--- src/rtl/prog_loader_pkg.sv ---
// Shared types and constants for the serial program loader.
package prog_loader_pkg;

    localparam int BYTE_W = 8;
    localparam int WORD_W = 16;
    localparam int CSUM_W = BYTE_W;

    typedef enum logic [2:0] {
        ST_IDLE,
        ST_COUNT,
        ST_HI,
        ST_LO,
        ST_CHECK,
        ST_DONE,
        ST_ERR
    } state_t;

    // States in which a load is in progress and bytes are accepted.
    function automatic logic is_active(input state_t s);
        return s inside {ST_COUNT, ST_HI, ST_LO, ST_CHECK};
    endfunction

endpackage

--- src/rtl/prog_loader_if.sv ---
// Byte-stream handshake plus instruction-memory write port of the loader.
interface prog_loader_if #(
    parameter int ADDR_W = 6
);
    import prog_loader_pkg::*;

    logic [BYTE_W-1:0] in_data;
    logic              in_valid;
    logic              in_ready;
    logic              mem_we;
    logic [ADDR_W-1:0] mem_addr;
    logic [WORD_W-1:0] mem_wdata;

    // Environment side: produces bytes, observes memory writes.
    modport master (
        output in_data,
        output in_valid,
        input  in_ready,
        input  mem_we,
        input  mem_addr,
        input  mem_wdata
    );

    // Loader side: consumes bytes, drives memory writes.
    modport slave (
        input  in_data,
        input  in_valid,
        output in_ready,
        output mem_we,
        output mem_addr,
        output mem_wdata
    );

endinterface

--- src/rtl/prog_loader_timeout.sv ---
// Idle-cycle counter: cleared on activity, counts while enabled, flags expiry.
module prog_loader_timeout #(
    parameter int TIMEOUT = 1000000,
    parameter int TO_W    = $clog2(TIMEOUT + 1)
) (
    input  logic clk,
    input  logic rst_n,
    input  logic clr,
    input  logic en,
    output logic expire
);

    logic [TO_W-1:0] count_q;
    logic [TO_W-1:0] count_d;

    // Next count: clear has priority, otherwise advance while enabled.
    always_comb begin
        count_d = count_q;
        if (clr) begin
            count_d = '0;
        end else if (en) begin
            count_d = count_q + TO_W'(1);
        end
    end

    // Counter register.
    always_ff @(posedge clk or negedge rst_n) begin
        if (!rst_n) begin
            count_q <= '0;
        end else begin
            count_q <= count_d;
        end
    end

    // Expiry fires on the edge that would make the idle count reach TIMEOUT.
    always_comb begin
        expire = en && !clr && (count_q == TO_W'(TIMEOUT - 1));
    end

endmodule

--- src/rtl/prog_loader.sv ---
// Serial program loader: count byte, big-endian 16-bit words, XOR checksum.
module prog_loader
    import prog_loader_pkg::*;
#(
    parameter int ADDR_W  = 6,
    parameter int DEPTH   = 64,
    parameter int TIMEOUT = 1000000,
    parameter int TO_W    = $clog2(TIMEOUT + 1)
) (
    input  logic            clk,
    input  logic            rst_n,
    input  logic            start,
    prog_loader_if.slave    bus,
    output logic            busy,
    output logic            done,
    output logic            err,
    output logic            cpu_rst_n,
    output logic [ADDR_W:0] words_loaded
);

    state_t state_q;
    state_t state_d;

    logic active;
    logic hs;
    logic start_acc;
    logic count_ok;
    logic last_word;
    logic csum_ok;
    logic expire;
    logic timer_clr;

    logic [ADDR_W:0]       n_q,         n_d;
    logic [BYTE_W-1:0]     hi_q,        hi_d;
    logic [CSUM_W-1:0]     csum_q,      csum_d;
    logic                  mem_we_q,    mem_we_d;
    logic [ADDR_W-1:0]     mem_addr_q,  mem_addr_d;
    logic [WORD_W-1:0]     mem_wdata_q, mem_wdata_d;
    logic [ADDR_W:0]       words_q,     words_d;

    // Handshake and decision terms shared by the FSM and datapath.
    always_comb begin
        active    = is_active(state_q);
        hs        = active && bus.in_valid;
        start_acc = start && !active;
        timer_clr = hs || start_acc;
        count_ok  = (bus.in_data != '0) && ({1'b0, bus.in_data} <= 9'(DEPTH));
        last_word = (words_q == (n_q - (ADDR_W + 1)'(1)));
        csum_ok   = (bus.in_data == csum_q);
    end

    prog_loader_timeout #(
        .TIMEOUT (TIMEOUT),
        .TO_W    (TO_W)
    ) u_timeout (
        .clk    (clk),
        .rst_n  (rst_n),
        .clr    (timer_clr),
        .en     (active),
        .expire (expire)
    );

    // State register.
    always_ff @(posedge clk or negedge rst_n) begin
        if (!rst_n) begin
            state_q <= ST_IDLE;
        end else begin
            state_q <= state_d;
        end
    end

    // Next-state logic.
    always_comb begin
        state_d = state_q;
        case (state_q)
            ST_IDLE, ST_DONE, ST_ERR: begin
                if (start) state_d = ST_COUNT;
            end
            ST_COUNT: begin
                if (hs)          state_d = count_ok ? ST_HI : ST_ERR;
                else if (expire) state_d = ST_ERR;
            end
            ST_HI: begin
                if (hs)          state_d = ST_LO;
                else if (expire) state_d = ST_ERR;
            end
            ST_LO: begin
                if (hs)          state_d = last_word ? ST_CHECK : ST_HI;
                else if (expire) state_d = ST_ERR;
            end
            ST_CHECK: begin
                if (hs)          state_d = csum_ok ? ST_DONE : ST_ERR;
                else if (expire) state_d = ST_ERR;
            end
            default: state_d = ST_IDLE;
        endcase
    end

    // Outputs: status decoded from state, memory port straight from flops.
    always_comb begin
        bus.in_ready  = active;
        busy          = active;
        done          = (state_q == ST_DONE);
        err           = (state_q == ST_ERR);
        cpu_rst_n     = (state_q == ST_DONE);
        bus.mem_we    = mem_we_q;
        bus.mem_addr  = mem_addr_q;
        bus.mem_wdata = mem_wdata_q;
        words_loaded  = words_q;
    end

    // Datapath next values: count, high byte, checksum and write port.
    always_comb begin
        n_d         = n_q;
        hi_d        = hi_q;
        csum_d      = csum_q;
        mem_we_d    = 1'b0;
        mem_addr_d  = mem_addr_q;
        mem_wdata_d = mem_wdata_q;
        words_d     = words_q;
        if (start_acc) begin
            words_d    = '0;
            csum_d     = '0;
            mem_addr_d = '0;
        end else if (hs) begin
            case (state_q)
                ST_COUNT: begin
                    if (count_ok) n_d = (ADDR_W + 1)'(bus.in_data);
                    csum_d = csum_q ^ bus.in_data;
                end
                ST_HI: begin
                    hi_d   = bus.in_data;
                    csum_d = csum_q ^ bus.in_data;
                end
                ST_LO: begin
                    // Word index equals words written so far; N <= DEPTH keeps it in range.
                    mem_wdata_d = {hi_q, bus.in_data};
                    mem_addr_d  = words_q[ADDR_W-1:0];
                    mem_we_d    = 1'b1;
                    words_d     = words_q + (ADDR_W + 1)'(1);
                    csum_d      = csum_q ^ bus.in_data;
                end
                default: ;
            endcase
        end
    end

    // Datapath registers.
    always_ff @(posedge clk or negedge rst_n) begin
        if (!rst_n) begin
            n_q         <= '0;
            hi_q        <= '0;
            csum_q      <= '0;
            mem_we_q    <= 1'b0;
            mem_addr_q  <= '0;
            mem_wdata_q <= '0;
            words_q     <= '0;
        end else begin
            n_q         <= n_d;
            hi_q        <= hi_d;
            csum_q      <= csum_d;
            mem_we_q    <= mem_we_d;
            mem_addr_q  <= mem_addr_d;
            mem_wdata_q <= mem_wdata_d;
            words_q     <= words_d;
        end
    end

endmodule

--- src/flat_wrapper.sv ---
// flat-port wrapper written by rule: the top's interface ports become plain ports
module prog_loader_flat import prog_loader_pkg::*;
#(
    parameter int ADDR_W  = 6,
    parameter int DEPTH   = 64,
    parameter int TIMEOUT = 1000000,
    parameter int TO_W    = $clog2(TIMEOUT + 1)
)
  (clk, rst_n, start, busy, done, err, cpu_rst_n, words_loaded, bus_in_data, bus_in_valid, bus_in_ready, bus_mem_we, bus_mem_addr, bus_mem_wdata);
  prog_loader_if #(.ADDR_W(ADDR_W)) bus_i ();
  input  logic clk;
  input  logic rst_n;
  input  logic start;
  output logic busy;
  output logic done;
  output logic err;
  output logic cpu_rst_n;
  output logic [ADDR_W:0] words_loaded;
  input wire logic [$bits(bus_i.in_data)-1:0] bus_in_data;
  input wire logic [$bits(bus_i.in_valid)-1:0] bus_in_valid;
  output wire logic [$bits(bus_i.in_ready)-1:0] bus_in_ready;
  output wire logic [$bits(bus_i.mem_we)-1:0] bus_mem_we;
  output wire logic [$bits(bus_i.mem_addr)-1:0] bus_mem_addr;
  output wire logic [$bits(bus_i.mem_wdata)-1:0] bus_mem_wdata;
  assign bus_i.in_data = bus_in_data;
  assign bus_i.in_valid = bus_in_valid;
  assign bus_in_ready = bus_i.in_ready;
  assign bus_mem_we = bus_i.mem_we;
  assign bus_mem_addr = bus_i.mem_addr;
  assign bus_mem_wdata = bus_i.mem_wdata;
  prog_loader #(.ADDR_W(ADDR_W), .DEPTH(DEPTH), .TIMEOUT(TIMEOUT), .TO_W(TO_W)) u_core (.clk(clk), .rst_n(rst_n), .start(start), .bus(bus_i), .busy(busy), .done(done), .err(err), .cpu_rst_n(cpu_rst_n), .words_loaded(words_loaded));
endmodule
--- config.mk ---
export PLATFORM = sky130hd
export DESIGN_NAME = prog_loader_flat
export DESIGN_NICKNAME = d
export VERILOG_FILES = /design/src/rtl/prog_loader_pkg.sv /design/src/rtl/prog_loader_if.sv /design/src/rtl/prog_loader_timeout.sv /design/src/rtl/prog_loader.sv /design/src/flat_wrapper.sv
export SDC_FILE = /design/constraint.sdc
export NUM_CORES = 1
export LEC_CHECK = 0
export BUFFER_PORTS_ARGS = -buffer_cell sky130_fd_sc_hd__buf_2
export CAP_MARGIN = 25
export CORE_MARGIN = 8
export CORE_UTILIZATION = 50
export DETAILED_ROUTE_END_ITERATION = 16
export PLACE_DENSITY = 0.7
export RECOVER_POWER = 25
export SLEW_MARGIN = 20
export SYNTH_ARGS = -nofsm -noshare
export SYNTH_HDL_FRONTEND = slang
export SYNTH_SLANG_ARGS = --single-unit
--- constraint.sdc ---
create_clock -name clk -period 3.5 [get_ports clk]
set_clock_uncertainty 0.1 [all_clocks]
set_input_delay 0.525 -clock clk [delete_from_list [all_inputs] [get_ports clk]]
set_output_delay 0.525 -clock clk [all_outputs]
set_load 0.03 [all_outputs]
* Yosys cells after proc, flatten, opt, wreduce, memory -nomap -nowiden
Index checks and enable logic that the tools add are counted.
** Word-level totals
- Output and inout port bits :: 35
- Register bits :: 76
** Operators by class
- Eq/ne operators :: 10
- Order comparisons :: 1
- Muxes and demuxes :: 24
- Add/subtract/negate cells :: 3
- Reductions and logical operators :: 22
- Bitwise gates (word level) :: 2
** Operators by type and width (number)
- $mux W20 :: 2
- $mux W3 :: 8
- $mux W8 :: 3
- $mux W7 :: 3
- $add A20 B1 Y20 const B :: 1
- $eq A20 B20 Y1 const B :: 1
- $mux W6 :: 3
- $pmux W3 S5 :: 1
- $eq A3 B3 Y1 const B :: 3
- $eq A8 B8 Y1 :: 1
- $le A8 B7 Y1 const B :: 1
- $reduce_bool A2 Y1 :: 4
- $reduce_bool A8 Y1 :: 1
- $xor A8 B8 Y8 :: 1
- $add A7 B1 Y7 const B :: 1
- $eq A7 B7 Y1 :: 1
- $sub A7 B1 Y7 const B :: 1
- $eq A3 B2 Y1 const B :: 2
- $reduce_and A3 Y1 :: 2
- $reduce_or A3 Y1 :: 2
- $logic_and A1 B1 Y1 :: 5
- $reduce_and A2 Y1 :: 2
- $reduce_and A4 Y1 :: 1
- $reduce_bool A4 Y1 :: 1
- 8 further kinds :: 11

* Longest topological paths before layout
Gate-level depths: netlist of run 1.
- Depth in word-level cells :: 11
- Mapped depth :: 9
- Mapped depth without buffers :: 7

* By module
Synthesis of run 1 repeated with hierarchy kept, for this count alone.
** Second synthesis, totals
- Cell total of the unflattened synthesis :: 384
- Area, all modules :: 3742.3 µm²
** Modules (own cells, without submodules)
- prog_loader :: cells each 277, sequential area each 1401.3 µm², area each 2700.1 µm², instances 1
- prog_loader_timeout :: cells each 107, sequential area each 500.5 µm², area each 1042.2 µm², instances 1

* Worst setup path after synthesis of run 1
Ideal clock, no wire load.
- Path type :: in2reg
- From :: input port bus_in_data[0]
- To :: register u_core.n_q[0]
- Path buffers :: 1
- Stages on the path :: 6
- Data arrival time :: 2.083 ns
- Slack :: 1.192 ns
- Required time :: 3.275 ns
- Cells stage by stage :: or4_1 o31a_1 nor4_2 and3_1 buf_6 mux2_4
** Between the ends
- Word-level cells in the longest chain between the ends :: 3
- Elaborated cells on any way between the ends :: 4
** Ends and longest elaborated chain
- start: declaration :: line flat_wrapper.sv:19 : input wire logic [$bits(bus_i.in_data)-1:0] bus_in_data;
- $le A8 B7 Y1 or $reduce_bool A8 Y1 (tied branches) :: line prog_loader.sv:47 : count_ok = (bus.in_data != '0) && ({1'b0, bus.in_data} <= 9'(DEPTH));
- $logic_and A1 B1 Y1 :: line prog_loader.sv:47
- $reduce_and A4 Y1 (no line)
- end signal: assignment :: line prog_loader.sv:159 : n_q <= n_d;
- end: declaration :: line prog_loader.sv:33 : logic [ADDR_W:0] n_q, n_d;
Several ways; a longest one is shown, not always the timed one.
A chain may end at the register's enable or synchronous reset.

* Worst setup path after layout of run 1
- From :: register u_core.state_q[2]
- To :: register u_core.words_q[4], in the netlist u_core.words_loaded[4]
** Between the ends
- Word-level cells in the longest chain between the ends :: 6
- Elaborated cells on any way between the ends :: 12
** Ends and longest elaborated chain
- start: declaration :: line prog_loader.sv:21 : state_t state_q;
- start signal: assignment :: line prog_loader.sv:68 : state_q <= state_d;
- $eq A3 B1 Y1, or another cell as far along :: line prog_loader_pkg.sv:20 : return s inside {ST_COUNT, ST_HI, ST_LO, ST_CHECK};
- $reduce_bool A4 Y1 :: line prog_loader_pkg.sv:20
- $logic_not A1 Y1 :: line prog_loader.sv:45 : start_acc = start && !active;
- $logic_and A1 B1 Y1 :: line prog_loader.sv:45
- $reduce_bool A2 Y1 (no line)
- $reduce_and A2 Y1 (no line)
- end signal: assignment :: line prog_loader.sv:165 : words_q <= words_d;
- end: declaration :: line prog_loader.sv:39 : logic [ADDR_W:0] words_q, words_d;
Several ways; a longest one is shown, not always the timed one.

==> load_flow_metrics.sql, run 1 <==
INSERT INTO impl_metrics (metric_group, metric, value, unit) VALUES
('cells_and_area', 'post_route_cells_drive_above_1_share', '19.9', '%'),
('worst_setup_path', 'timing.critical_path.slowest_cell_delay', '0.76', 'ns'),
('worst_setup_path', 'worst-endpoint-arrival', '2.65', 'ns'),
('power_and_ir_drop', 'power.combinational.fraction', '38.1', '%'),
('grt', 'grt_pass1_wl', '13900', 'um'),
('power_and_ir_drop', 'power.switching_fraction', '40.3', '%'),
('worst_setup_path', 'crit_path_top_delay_cell', 'or2_1', ''),
('cells_and_area', 'multi_input_area', '1780', 'um^2'),
('timing', 'fin_hold_ws', '0.353', 'ns'),
('clock_network', 'postCtsResizedCells', '0', ''),
('power_and_ir_drop', 'power.density_cell_area', '786', 'nW/um^2'),
('min_path', 'hold_depth', '3', ''),
('power_and_ir_drop', 'clockPowerShare', '21.8', '%'),
('worst_setup_path', 'crit_chain', 'nand2b_1 > or2_1 > inv_2 > buf_4 > nand4_1 > xor2_1 > nor2_1', ''),
('min_path', 'hold_path_startpoint', 'bus_in_data[7]', ''),
('grt', 'global_route.usage.total', '16.8', '%'),
('timing', 'timing_hold_violations_final', '0', ''),
('floorplan', 'start_util', '52.0', '%'),
('clock_network', 'ctsRootBufferMaster', 'clkbuf_8', ''),
('clock_network', 'worstSkewPairLatency', '0.35', 'ns'),
('floorplan', 'dieArea', '10600', 'um^2'),
('timing', 'timing_max_transition_violations_final', '37', ''),
('cells_and_area', 'fill_cells', '669', ''),
('place', 'detailed_placement_wirelength_estimate', '5690', 'um'),
('clock_network', 'clkSlewWorstSetupHoldPaths', '0.08', 'ns'),
('detailed_routing', 'firstDrtPassIters', '4', ''),
('worst_setup_path', 'crit-reg2reg-capture', 'u_core.words_loaded[4]$_DFFE_PN0P_', ''),
('floorplan', 'dieHeight', '103', 'um'),
('logic_synthesis', 'syn_nets', '408', ''),
('logic_synthesis', 'yosys.area_share.xor_xnor', '10.6', '%'),
('worst_setup_path', 'start_kind', 'register', ''),
('logic_synthesis', 'ys_warn_count', '0', ''),
('run', 'max_cap_viol_count', '1', ''),
('cells_and_area', 'area_growth', '14.3', '%'),
('clock_network', 'cts_setup_buffers', '0', ''),
('clock_network', 'clk_path_buf_depth', '2', ''),
('floorplan', 'dieWidth', '103', 'um'),
('grt', 'antenna_found_initial', '0', ''),
('logic_synthesis', 'synth_ff_type', 'dfrtp_1', ''),
('power_and_ir_drop', 'cellInternalPower', '2030', 'uW'),
('place', 'numPortBuffers', '46', ''),
('timing', 'worstMarginPinSlew', '2.04', 'ns'),
('logic_synthesis', 'avgSynthCellArea', '9.64', 'um^2'),
('worst_setup_path', 'worstSetupEndpointType', 'register', ''),
('logic_synthesis', 'ys_seq_area_share', '50.2', '%'),
('worst_setup_path', 'path_delay_family', 'simple AND/OR/NAND/NOR gates', ''),
('min_path', 'hold_class', 'primary input to register', ''),
('logic_synthesis', 'largest_family_of_logic_cells_by_synthesized_area', 'simple AND/OR/NAND/NOR gates', ''),
('timing', 'final_period_minus_worst_setup_slack', '2.51', 'ns'),
('power_and_ir_drop', 'vdd.ir_drop.worst', '0.519', 'mV'),
('place', 'finalWeightedCongestion', '0.858', ''),
('worst_setup_path', 'worst-setup-path-type', 'register to register', ''),
('worst_setup_path', 'ff2ff_path_depth', '7', ''),
('cells_and_area', 'design.final.nets', '452', ''),
('worst_setup_path', 'critical_path_depth', '7', ''),
('timing', 'maxSlewHeadroom', '-35.7', '%'),
('detailed_routing', 'post-route-drc-count', '0', ''),
('detailed_routing', 'wire_length_reported_by_the_detailed_router', '8180', 'um'),
('worst_setup_path', 'cp.required', '3.63', 'ns'),
('power_and_ir_drop', 'share_seq_of_total_power', '40.1', '%'),
('worst_setup_path', 'regToRegSetupSlack', '0.99', 'ns'),
('clock_network', 'cts_tree', 'yes', ''),
('detailed_routing', 'via_density_per_instance', '5.32', ''),
('logic_synthesis', 'synthesized_area_fraction_occupied_by_and_or_nand_nor_cells', '22.8', '%'),
('min_path', 'timing.hold.worst_endpoint', 'u_core.bus.mem_wdata[7]$_DFFE_PN0P_', ''),
('outcome', 'outcome', 'finished, violations left', ''),
('clock_network', 'tritoncts.num_buffers', '9', ''),
('logic_synthesis', 'synth-async-reset-ratio', '100', '%'),
('logic_synthesis', 'yosys.cell_types.count', '53', ''),
('clock_network', 'cts-htree-levels', '3', ''),
('outcome', 'violated_checks', 'capacitance limit, slew limit', '');
-- synth_stat cells (7+ instances only) --
master	instances	area, um^2
nand2_1	89	334
dfrtp_1	76	1900
nor2_1	44	165
xor2_1	31	272
xnor2_1	15	131
a21oi_1	12	60.1
clkbuf_1	11	41.3
mux2_2	9	101
nand3_1	9	45.0
o21ai_0	8	40.0
mux2_4	7	105
nand4_1	7	43.8
-- kinds of logic after synthesis --
kind of cell / Yosys count
mux: 17
xor+xnor: 46
buf+inv: 24
compound gates: 41
fa+ha+maj: 3
flops: 76
simple gates: 186
-- worst register-to-register path, cell delays in order (launching register included) --
cell      delay (ns)
dfrtp_1         0.63
nand2b_1        0.24
or2_1           0.76
inv_2           0.07
buf_4           0.26
nand4_1         0.14
xor2_1          0.15
nor2_1          0.05
-- placed cells by master, fill, tap and decap left out, types with 3 or more instances in the layout --
| cell type | count |
|---|---|
| a21oi_1 | 12 |
| a31oi_1 | 3 |
| and3_1 | 4 |
| buf_2 | 45 |
| buf_4 | 4 |
| clkbuf_8 | 9 |
| clkinvlp_4 | 3 |
| dfrtp_1 | 76 |
| ha_1 | 3 |
| inv_1 | 4 |
| mux2_2 | 9 |
| mux2_4 | 7 |
| nand2_1 | 89 |
| nand2b_1 | 3 |
| nand3_1 | 9 |
| nand4_1 | 7 |
| nor2_1 | 44 |
| nor3_1 | 3 |
| nor4_1 | 4 |
| o21ai_0 | 8 |
| or3_1 | 4 |
| or4_1 | 3 |
| xnor2_1 | 15 |
| xor2_1 | 31 |
-- power groups by stage --
stage / combinational [uW] / sequential [uW] / clock [uW]
4_1_cts: 1310 / 1360 / 751
5_1_grt: 1440 / 1400 / 792
3_3_place_gp: 1280 / 1360 / 0
6_report: 1300 / 1360 / 742
2_1_floorplan: 847 / 1490 / 0
3_5_place_dp: 1310 / 1380 / 0
-- area by class of cell --
cell class	count	area share [%]
flip-flops and latches	76	43.9
multi-input cells	293	41.1
repair buffers	51	6.44
clock buffers	9	2.86
well taps	99	2.86
clock inverters	7	2.31
inverters	6	0.520
-- sequential cells by signal (all words and copies together) (netlist names) --
signal,count
u_core.csum_q,8
u_core.bus.mem_addr,6
u_core.u_timeout.count_q,20
u_core.hi_q,8
u_core.n_q,7
u_core.bus.mem_we,1
u_core.bus.mem_wdata,16
u_core.words_loaded,7
u_core.state_q,3
-- worst max-delay path by stage --
stage	from	endpoint	slack, ns
6_report	u_core.state_q[2]$_DFFE_PN0P_	u_core.words_loaded[4]$_DFFE_PN0P_	0.99
3_3_place_gp	bus_in_data[0]	u_core.n_q[1]$_DFFE_PN0P_	0.86
2_1_floorplan	bus_in_data[0]	u_core.n_q[0]$_DFFE_PN0P_	1.19
4_1_cts	u_core.state_q[2]$_DFFE_PN0P_	u_core.words_loaded[4]$_DFFE_PN0P_	1.00
5_1_grt	u_core.state_q[2]$_DFFE_PN0P_	u_core.words_loaded[4]$_DFFE_PN0P_	0.78
3_5_place_dp	bus_in_data[0]	u_core.n_q[4]$_DFFE_PN0P_	0.78
-- metrics by stage --
step	power [uW]	utilization, %	instance area, um^2	std cells	setup WS, ns
final	3400	59.4	4330	541	0.987
after global routing	3640	59.4	4330	541	0.778
after CTS	3430	59.2	4310	540	1.00
after detailed placement	2690	56.1	4090	524	0.775
after global placement	2640	56.1	4090	524	0.858
after floorplan	2340	-	3790	393	1.19
-- routing by layer --
| metal | track usage (%) | vias up | wire (um) |
|---|---|---|---|
| met5 | 0 | - | 0 |
| met4 | 3.45 | 0 | 76 |
| met3 | 5.33 | 7 | 465 |
| met2 | 26.9 | 56 | 3920 |
| met1 | 21.6 | 1402 | 3720 |
| li1 | - | 1411 | - |
(Power assumes the default switching activity.)
==> run 2: changes to the inputs <==
ABC_AREA = 1   (was not set)
clock period = 2.6 ns   (was 3.5 ns; I/O delays follow)
==> load_flow_metrics.sql, run 2 <==
INSERT INTO impl_metrics (metric_group, metric, value, unit) VALUES
('outcome', 'outcome', 'completed', ''),
('clock_network', 'postCtsResizedCells', '0', ''),
('timing', 'worst_slack', '0.521', 'ns'),
('grt', 'overflow', '0', ''),
('worst_setup_path', 'worstSetupEndpointType', 'output pin', ''),
('timing', 'setup_violations', '0', ''),
('grt', 'grt_start_max_net_pins', '77', ''),
('worst_setup_path', 'cp_buf_inv_count', '2', ''),
('floorplan', 'pin_count', '47', ''),
('logic_synthesis', 'ys_seq_area_share', '45.3', '%'),
('detailed_routing', 'drt-initial-drc-count', '200', ''),
('grt', 'grt_pass1_wl', '16600', 'um'),
('worst_setup_path', 'path_delay_family', 'flip-flops', ''),
('logic_synthesis', 'synth-async-reset-ratio', '100', '%'),
('worst_setup_path', 'start_kind', 'register', ''),
('logic_synthesis', 'synth_compound_area_share', '12.2', '%'),
('cells_and_area', 'area_growth', '13.1', '%'),
('worst_setup_path', 'worst-endpoint-arrival', '1.59', 'ns'),
('logic_synthesis', 'post_synth_fa_ha_maj_area_fraction', '0.894', '%'),
('logic_synthesis', 'yosys.area_share.xor_xnor', '2.92', '%'),
('place', 'place_inst', '668', ''),
('timing', 'finalCritPeriodShare', '80.0', '%'),
('floorplan', 'floorplan.rows', '33', ''),
('logic_synthesis', 'syn_nets', '541', ''),
('floorplan', 'dieArea', '11600', 'um^2'),
('worst_setup_path', 'crit_path_top_delay_cell', 'dfrtp_1', ''),
('logic_synthesis', 'post-synth-top-area-cell', 'dfrtp_1', ''),
('timing', 'final_period_minus_worst_setup_slack', '2.08', 'ns'),
('run', 'max_cap_viol_count', '0', ''),
('cells_and_area', 'register_name_with_the_most_flops', 'u_core.u_timeout.count_q', ''),
('clock_network', 'cts_hold_buffers', '0', ''),
('clock_network', 'cts_setup_buffers', '0', ''),
('timing', 'worstMarginPinSlew', '0.998', 'ns'),
('logic_synthesis', 'synth_most_common_cell', 'nand2_1', ''),
('min_path', 'hold_class', 'primary input to register', ''),
('logic_synthesis', 'largest_family_of_logic_cells_by_synthesized_area', 'simple AND/OR/NAND/NOR gates', ''),
('timing', 'maxSlewHeadroom', '33.5', '%'),
('logic_synthesis', 'synth_ff_type', 'dfrtp_1', ''),
('floorplan', 'floorplan.core_area', '8180', 'um^2'),
('timing', 'tns', '0', 'ns'),
('cells_and_area', 'layout_common_cells', 'nand2_1, dfrtp_1, inv_1, nor2_1, buf_2', ''),
('worst_setup_path', 'cp.required', '2.11', 'ns'),
('cells_and_area', 'finish.cell_count_without_fillers', '686', ''),
('timing', 'timing_hold_violations_final', '0', ''),
('worst_setup_path', 'timing.critical_path.slowest_cell_delay', '0.43', 'ns'),
('detailed_routing', 'wire_length_reported_by_the_detailed_router', '9780', 'um'),
('floorplan', 'dieWidth', '108', 'um'),
('place', 'dpl_worst_slack', '0.549', 'ns'),
('worst_setup_path', 'timing.critical_path.fanout_max', '14', ''),
('detailed_routing', 'wl_per_cell', '14.3', 'um'),
('timing', 'timing.fmax', '481', 'MHz'),
('logic_synthesis', 'synth_area', '4200', 'um^2'),
('timing', 'grt_setup_unrepaired', 'false', ''),
('worst_setup_path', 'crit_chain', 'inv_1 > nand3_2 > nand2_4 > buf_2', ''),
('grt', 'antenna_found_initial', '0', ''),
('clock_network', 'clkSlewWorstSetupHoldPaths', '0.09', 'ns'),
('logic_synthesis', 'avgSynthCellArea', '7.98', 'um^2'),
('cells_and_area', 'largest_register_ffs', '20', ''),
('floorplan', 'dieHeight', '108', 'um'),
('clock_network', 'cts-htree-levels', '3', ''),
('place', 'placed_cell_area', '4490', 'um^2'),
('clock_network', 'ctsRootBufferMaster', 'clkbuf_8', ''),
('logic_synthesis', 'yosys.cell_types.count', '41', ''),
('timing', 'timing_max_transition_violations_final', '0', ''),
('detailed_routing', 'detail-route-antenna-nets', '0', ''),
('clock_network', 'clk_path_buf_depth', '2', ''),
('detailed_routing', 'vias', '3609', ''),
('floorplan', 'start_util', '51.4', '%'),
('logic_synthesis', 'synth_commonest_cells', 'nand2_1, dfrtp_1, inv_1', ''),
('logic_synthesis', 'synth_edf_count', '0', ''),
('cells_and_area', 'design.final.nets', '591', ''),
('logic_synthesis', 'cells_taking_the_most_area_after_synthesis', 'dfrtp_1, nand2_1, inv_1', ''),
('place', 'finalWeightedCongestion', '0.876', ''),
('detailed_routing', 'firstDrtPassIters', '5', ''),
('clock_network', 'worstSkewPairLatency', '0.35', 'ns'),
('clock_network', 'clock_sink_count', '76', ''),
('grt', 'global_route.usage.total', '17.9', '%'),
('logic_synthesis', 'post-synth-top-area-fraction', '45.3', '%'),
('grt', 'grt_pass1_vias', '3381', ''),
('worst_setup_path', 'worst-setup-path-type', 'register to output pin', ''),
('place', 'numPortBuffers', '46', ''),
('detailed_routing', 'post-route-drc-count', '0', ''),
('clock_network', 'cts_tree', 'yes', ''),
('cells_and_area', 'post_route_cells_drive_above_1_share', '18.2', '%'),
('power_and_ir_drop', 'vdd.ir_drop.worst', '0.369', 'mV'),
('logic_synthesis', 'ys_warn_count', '0', ''),
('logic_synthesis', 'synthCells', '526', ''),
('place', 'detailed_placement_wirelength_estimate', '7260', 'um'),
('cells_and_area', 'antenna_cells', '0', ''),
('logic_synthesis', 'synth_seq_cells', '76', ''),
('cells_and_area', 'fill_cells', '784', ''),
('logic_synthesis', 'yosys-mux-area-fraction', '0', '%'),
('power_and_ir_drop', 'power.density_cell_area', '1040', 'nW/um^2'),
('power_and_ir_drop', 'power.static_leakage', '0.00230', 'uW'),
('cells_and_area', 'design_area', '4750', 'um^2'),
('detailed_routing', 'via_density_per_instance', '5.26', ''),
('cells_and_area', 'layout_commonest_cell', 'nand2_1', ''),
('clock_network', 'tritoncts.num_buffers', '9', ''),
('logic_synthesis', 'synthesized_area_fraction_occupied_by_and_or_nand_nor_cells', '29.8', '%');
-- run 2: final timing paths --
| kind | start | endpoint | slack, ns | cells after the start |
|---|---|---|---|---|
| setup / recovery | u_core.state_q[0]$_DFFE_PN0P_ | busy | 0.52 | 4 |
| hold / removal | bus_in_data[6] | u_core.hi_q[6]$_DFFE_PN0P_ | 0.22 | 3 |
| setup reg to reg | u_core.state_q[1]$_DFFE_PN0P_ | u_core.bus.mem_wdata[7]$_DFFE_PN0P_ | 0.56 | 7 |
| hold reg to reg | u_core.bus.mem_wdata[0]$_DFFE_PN0P_ | u_core.bus.mem_wdata[0]$_DFFE_PN0P_ | 0.38 | 2 |
| max in group asynchronous | rst_n | u_core.words_loaded[1]$_DFFE_PN0P_ | 1.02 | 3 |
| min in group asynchronous | rst_n | u_core.bus.mem_wdata[13]$_DFFE_PN0P_ | 0.63 | 2 |
-- run 2: logic make-up after synthesis --
| kind of cell | after synthesis |
|---|---|
| and+or+nand+nor | 270 |
| AOI/OAI and AO/OA | 82 |
| buffers and inverters | 81 |
| DFF | 76 |
| xor gates and xnor gates | 14 |
| adders and majority gates | 3 |
-- run 2: power by group --
part	internal (uW)	switching [uW]
combinational	646	1480
clock	575	470
sequential	1520	238
-- run 2: stage by stage --
step | util (%) | power [uW] | hold slack [ns]
after detailed placement | 54.9 | 3910 | 0.360
after global routing | 58.1 | 5290 | 0.219
after global placement | 54.9 | 3840 | 0.349
after floorplan | - | 3460 | -0.00559
final | 58.1 | 4930 | 0.217
after CTS | 57.7 | 4960 | 0.117
-- run 2: worst register-to-register path: stages (launching register included) --
cell	delay, ns
dfrtp_1	0.45
nand2_1	0.08
nor2_1	0.19
inv_1	0.13
nor2_4	0.31
inv_1	0.24
buf_4	0.27
o21ai_0	0.20
-- run 2: layer usage --
layer	wire length, um	part of all wire, %	GRT usage [%]
met3	666	6.8	5.09
met5	0	0	0
met1	4630	47	24.7
met4	184	1.9	6.34
met2	4300	44	26.0
-- run 2: layout make-up --
type	count	area [um^2]	share of cell area (%)
clock inverter	6	93.8	1.98
multi-input combinational	369	1930	40.6
clock buffer	10	138	2.90
timing repair buffer	50	275	5.80
inverter	70	283	5.96
tap	105	131	2.77
sequential	76	1900	40.1
==> run 3: changes to the inputs <==
PLACE_DENSITY = 0.73   (was 0.7)
clock period = 1.7 ns   (was 2.6 ns; I/O delays follow)
==> load_flow_metrics.sql, run 3 (synthesis results as in run 2) <==
INSERT INTO impl_metrics (metric_group, metric, value, unit) VALUES
('worst_setup_path', 'worst_setup_path_endpoint', 'u_core.state_q[1]$_DFFE_PN0P_', ''),
('worst_setup_path', 'crit-reg2reg-capture', 'u_core.state_q[1]$_DFFE_PN0P_', ''),
('min_path', 'hold_class', 'primary input to register', ''),
('detailed_routing', 'detail-route-antenna-nets', '0', ''),
('worst_setup_path', 'ff2ff_path_depth', '10', ''),
('run', 'max_cap_viol_count', '0', ''),
('clock_network', 'ctsRootBufferMaster', 'clkbuf_8', ''),
('cells_and_area', 'layout_common_cells', 'nand2_1, dfrtp_1, inv_1, nor2_1, buf_2', ''),
('cells_and_area', 'antenna_cells', '0', ''),
('outcome', 'violated_checks', 'setup timing', ''),
('place', 'detailed_placement_wirelength_estimate', '7660', 'um'),
('power_and_ir_drop', 'power.density_cell_area', '1670', 'nW/um^2'),
('floorplan', 'dieHeight', '108', 'um'),
('place', 'finalWeightedCongestion', '1.01', ''),
('floorplan', 'dieArea', '11600', 'um^2'),
('timing', 'timing_hold_violations_final', '0', ''),
('worst_setup_path', 'regToRegSetupSlack', '-0.10', 'ns'),
('cells_and_area', 'layout_commonest_cell', 'nand2_1', ''),
('worst_setup_path', 'cp.required', '1.83', 'ns'),
('grt', 'overflow', '0', ''),
('clock_network', 'cts-htree-levels', '3', ''),
('detailed_routing', 'firstDrtPassIters', '7', ''),
('worst_setup_path', 'worstSetupEndpointType', 'register', ''),
('power_and_ir_drop', 'vdd.ir_drop.worst', '0.806', 'mV'),
('worst_setup_path', 'timing.rr.start', 'u_core.state_q[0]$_DFFE_PN0P_', ''),
('floorplan', 'dieWidth', '108', 'um'),
('detailed_routing', 'wl_per_cell', '15.5', 'um'),
('timing', 'worstMarginPinSlew', '1.03', 'ns'),
('clock_network', 'worstSkewPairLatency', '0.36', 'ns'),
('cells_and_area', 'largest_register_ffs', '20', ''),
('cells_and_area', 'post_route_cells_drive_above_1_share', '33.0', '%'),
('cells_and_area', 'design.final.nets', '635', ''),
('floorplan', 'start_util', '51.4', '%'),
('grt', 'grt_pass1_wl', '17900', 'um'),
('worst_setup_path', 'worst-endpoint-arrival', '1.93', 'ns'),
('detailed_routing', 'wire_length_reported_by_the_detailed_router', '11300', 'um'),
('outcome', 'outcome', 'finished, violations left', ''),
('detailed_routing', 'drt-initial-drc-count', '301', ''),
('timing', 'timing.fmax', '555', 'MHz'),
('timing', 'maxSlewHeadroom', '31.0', '%'),
('cells_and_area', 'share_of_the_core_filled_with_cells', '66.8', '%'),
('cells_and_area', 'multi_input_area', '2180', 'um^2'),
('worst_setup_path', 'timing.critical_path.fanout_max', '4', ''),
('clock_network', 'clk_path_buf_depth', '2', ''),
('grt', 'antenna_found_initial', '0', ''),
('timing', 'timing_max_transition_violations_final', '0', ''),
('grt', 'global_route.usage.total', '19.1', '%'),
('timing', 'finalCritPeriodShare', '106', '%'),
('cells_and_area', 'fill_cells', '669', ''),
('timing', 'grt_setup_unrepaired', 'true', ''),
('floorplan', 'floorplan.core_area', '8180', 'um^2'),
('cells_and_area', 'area_growth', '30.1', '%'),
('cells_and_area', 'register_area', '1910', 'um^2'),
('detailed_routing', 'vias', '3871', ''),
('worst_setup_path', 'worst-setup-path-type', 'register to register', ''),
('floorplan', 'pin_count', '47', ''),
('detailed_routing', 'post-route-drc-count', '0', ''),
('cells_and_area', 'register_name_with_the_most_flops', 'u_core.u_timeout.count_q', ''),
('grt', 'grt_pass1_vias', '3578', ''),
('power_and_ir_drop', 'power.static_leakage', '0.00262', 'uW'),
('clock_network', 'clkSlewWorstSetupHoldPaths', '0.08', 'ns'),
('place', 'place_inst', '695', ''),
('place', 'numPortBuffers', '46', ''),
('floorplan', 'floorplan.rows', '33', ''),
('clock_network', 'cts_tree', 'yes', ''),
('timing', 'setup_violations', '42', ''),
('cells_and_area', 'finish.cell_count_without_fillers', '730', ''),
('clock_network', 'clock_sink_count', '76', ''),
('timing', 'final_period_minus_worst_setup_slack', '1.80', 'ns'),
('clock_network', 'tritoncts.num_buffers', '9', ''),
('detailed_routing', 'via_density_per_instance', '5.30', ''),
('grt', 'grt_start_max_net_pins', '77', ''),
('worst_setup_path', 'setup.worst_path.start', 'u_core.state_q[0]$_DFFE_PN0P_', ''),
('worst_setup_path', 'start_kind', 'register', ''),
('timing', 'worst_slack', '-0.103', 'ns');
[run 3: area by class of cell]
class,count,share of cell area [%]
multi-input cells,369,39.9
flip-flops and latches,76,34.9
repair buffers,93,12.5
inverters,70,5.68
well taps,105,2.40
clock buffers,9,2.27
clock inverters,7,2.22
repair inverters,1,0.160
[run 3: worst max-delay path: stages (launching register included)]
cell and delay (ns):
dfrtp_2 0.46, o21ai_4 0.20, nand2_4 0.09, buf_8 0.15
inv_8 0.07, nor2_8 0.04, buf_6 0.13, nor2_1 0.10
nand2_1 0.10, a21oi_2 0.13, nand4_1 0.10
[run 3: how the worst min path moves through the flow]
stage	startpoint	endpoint	slack (ns)	depth (start not counted)
after floorplan	rst_n	u_core.bus.mem_addr[0]$_DFFE_PN0P_	-0.14	0
after global placement	rst_n	u_core.bus.mem_wdata[0]$_DFFE_PN0P_	0.20	2
after detailed placement	rst_n	u_core.bus.mem_wdata[0]$_DFFE_PN0P_	0.21	2
after CTS	bus_in_data[4]	u_core.n_q[4]$_DFFE_PN0P_	0.08	3
after global routing	bus_in_data[6]	u_core.hi_q[6]$_DFFE_PN0P_	0.09	3
final	bus_in_data[6]	u_core.hi_q[6]$_DFFE_PN0P_	0.09	3
[run 3: stage by stage]
step / area, um^2 / power (uW) / hold slack, ns / setup slack [ns] / TNS, ns
6_report: 5460 / 9130 / 0.0946 / -0.103 / -1.99
2_1_floorplan: 4200 / 5300 / -0.141 / -0.0126 / -0.0126
3_3_place_gp: 4720 / 6180 / 0.203 / -0.0377 / -0.0848
4_1_cts: 5140 / 8440 / 0.0822 / -0.0468 / -0.454
5_1_grt: 5460 / 9640 / 0.0934 / -0.173 / -6.81
3_5_place_dp: 4720 / 6290 / 0.210 / -0.0791 / -0.582
[run 3: power breakdown]
part	leakage [uW]	switching (uW)	internal (uW)	total [uW]
clock	0.000124	743	986	1730
combinational	0.00151	2830	1840	4670
sequential	0.000988	392	2340	2730
total	0.00262	3960	5160	9130
[run 3: what timing repair did]
action / 4_1_cts / 5_1_grt
buffers inserted: 6 / 12
hold endpoints to repair: 76 / 0
hold buffers: 1 / 0
gates cloned: 0 / 1
endpoints found under the setup margin: 30 / 71
pin swaps: 6 / 17
gates resized for setup: 31 / 70
[run 3: metal layers]
layer  vias up  wire length, um  global-route usage (%)  part of all wire, %
li1       1872                -                       -                    -
met1      1854             4880                    26.0                   43
met2       132             5530                    29.5                   49
met3        13              750                    3.71                  6.6
met4         0              153                    6.84                  1.4
met5         -                0                       0                    0
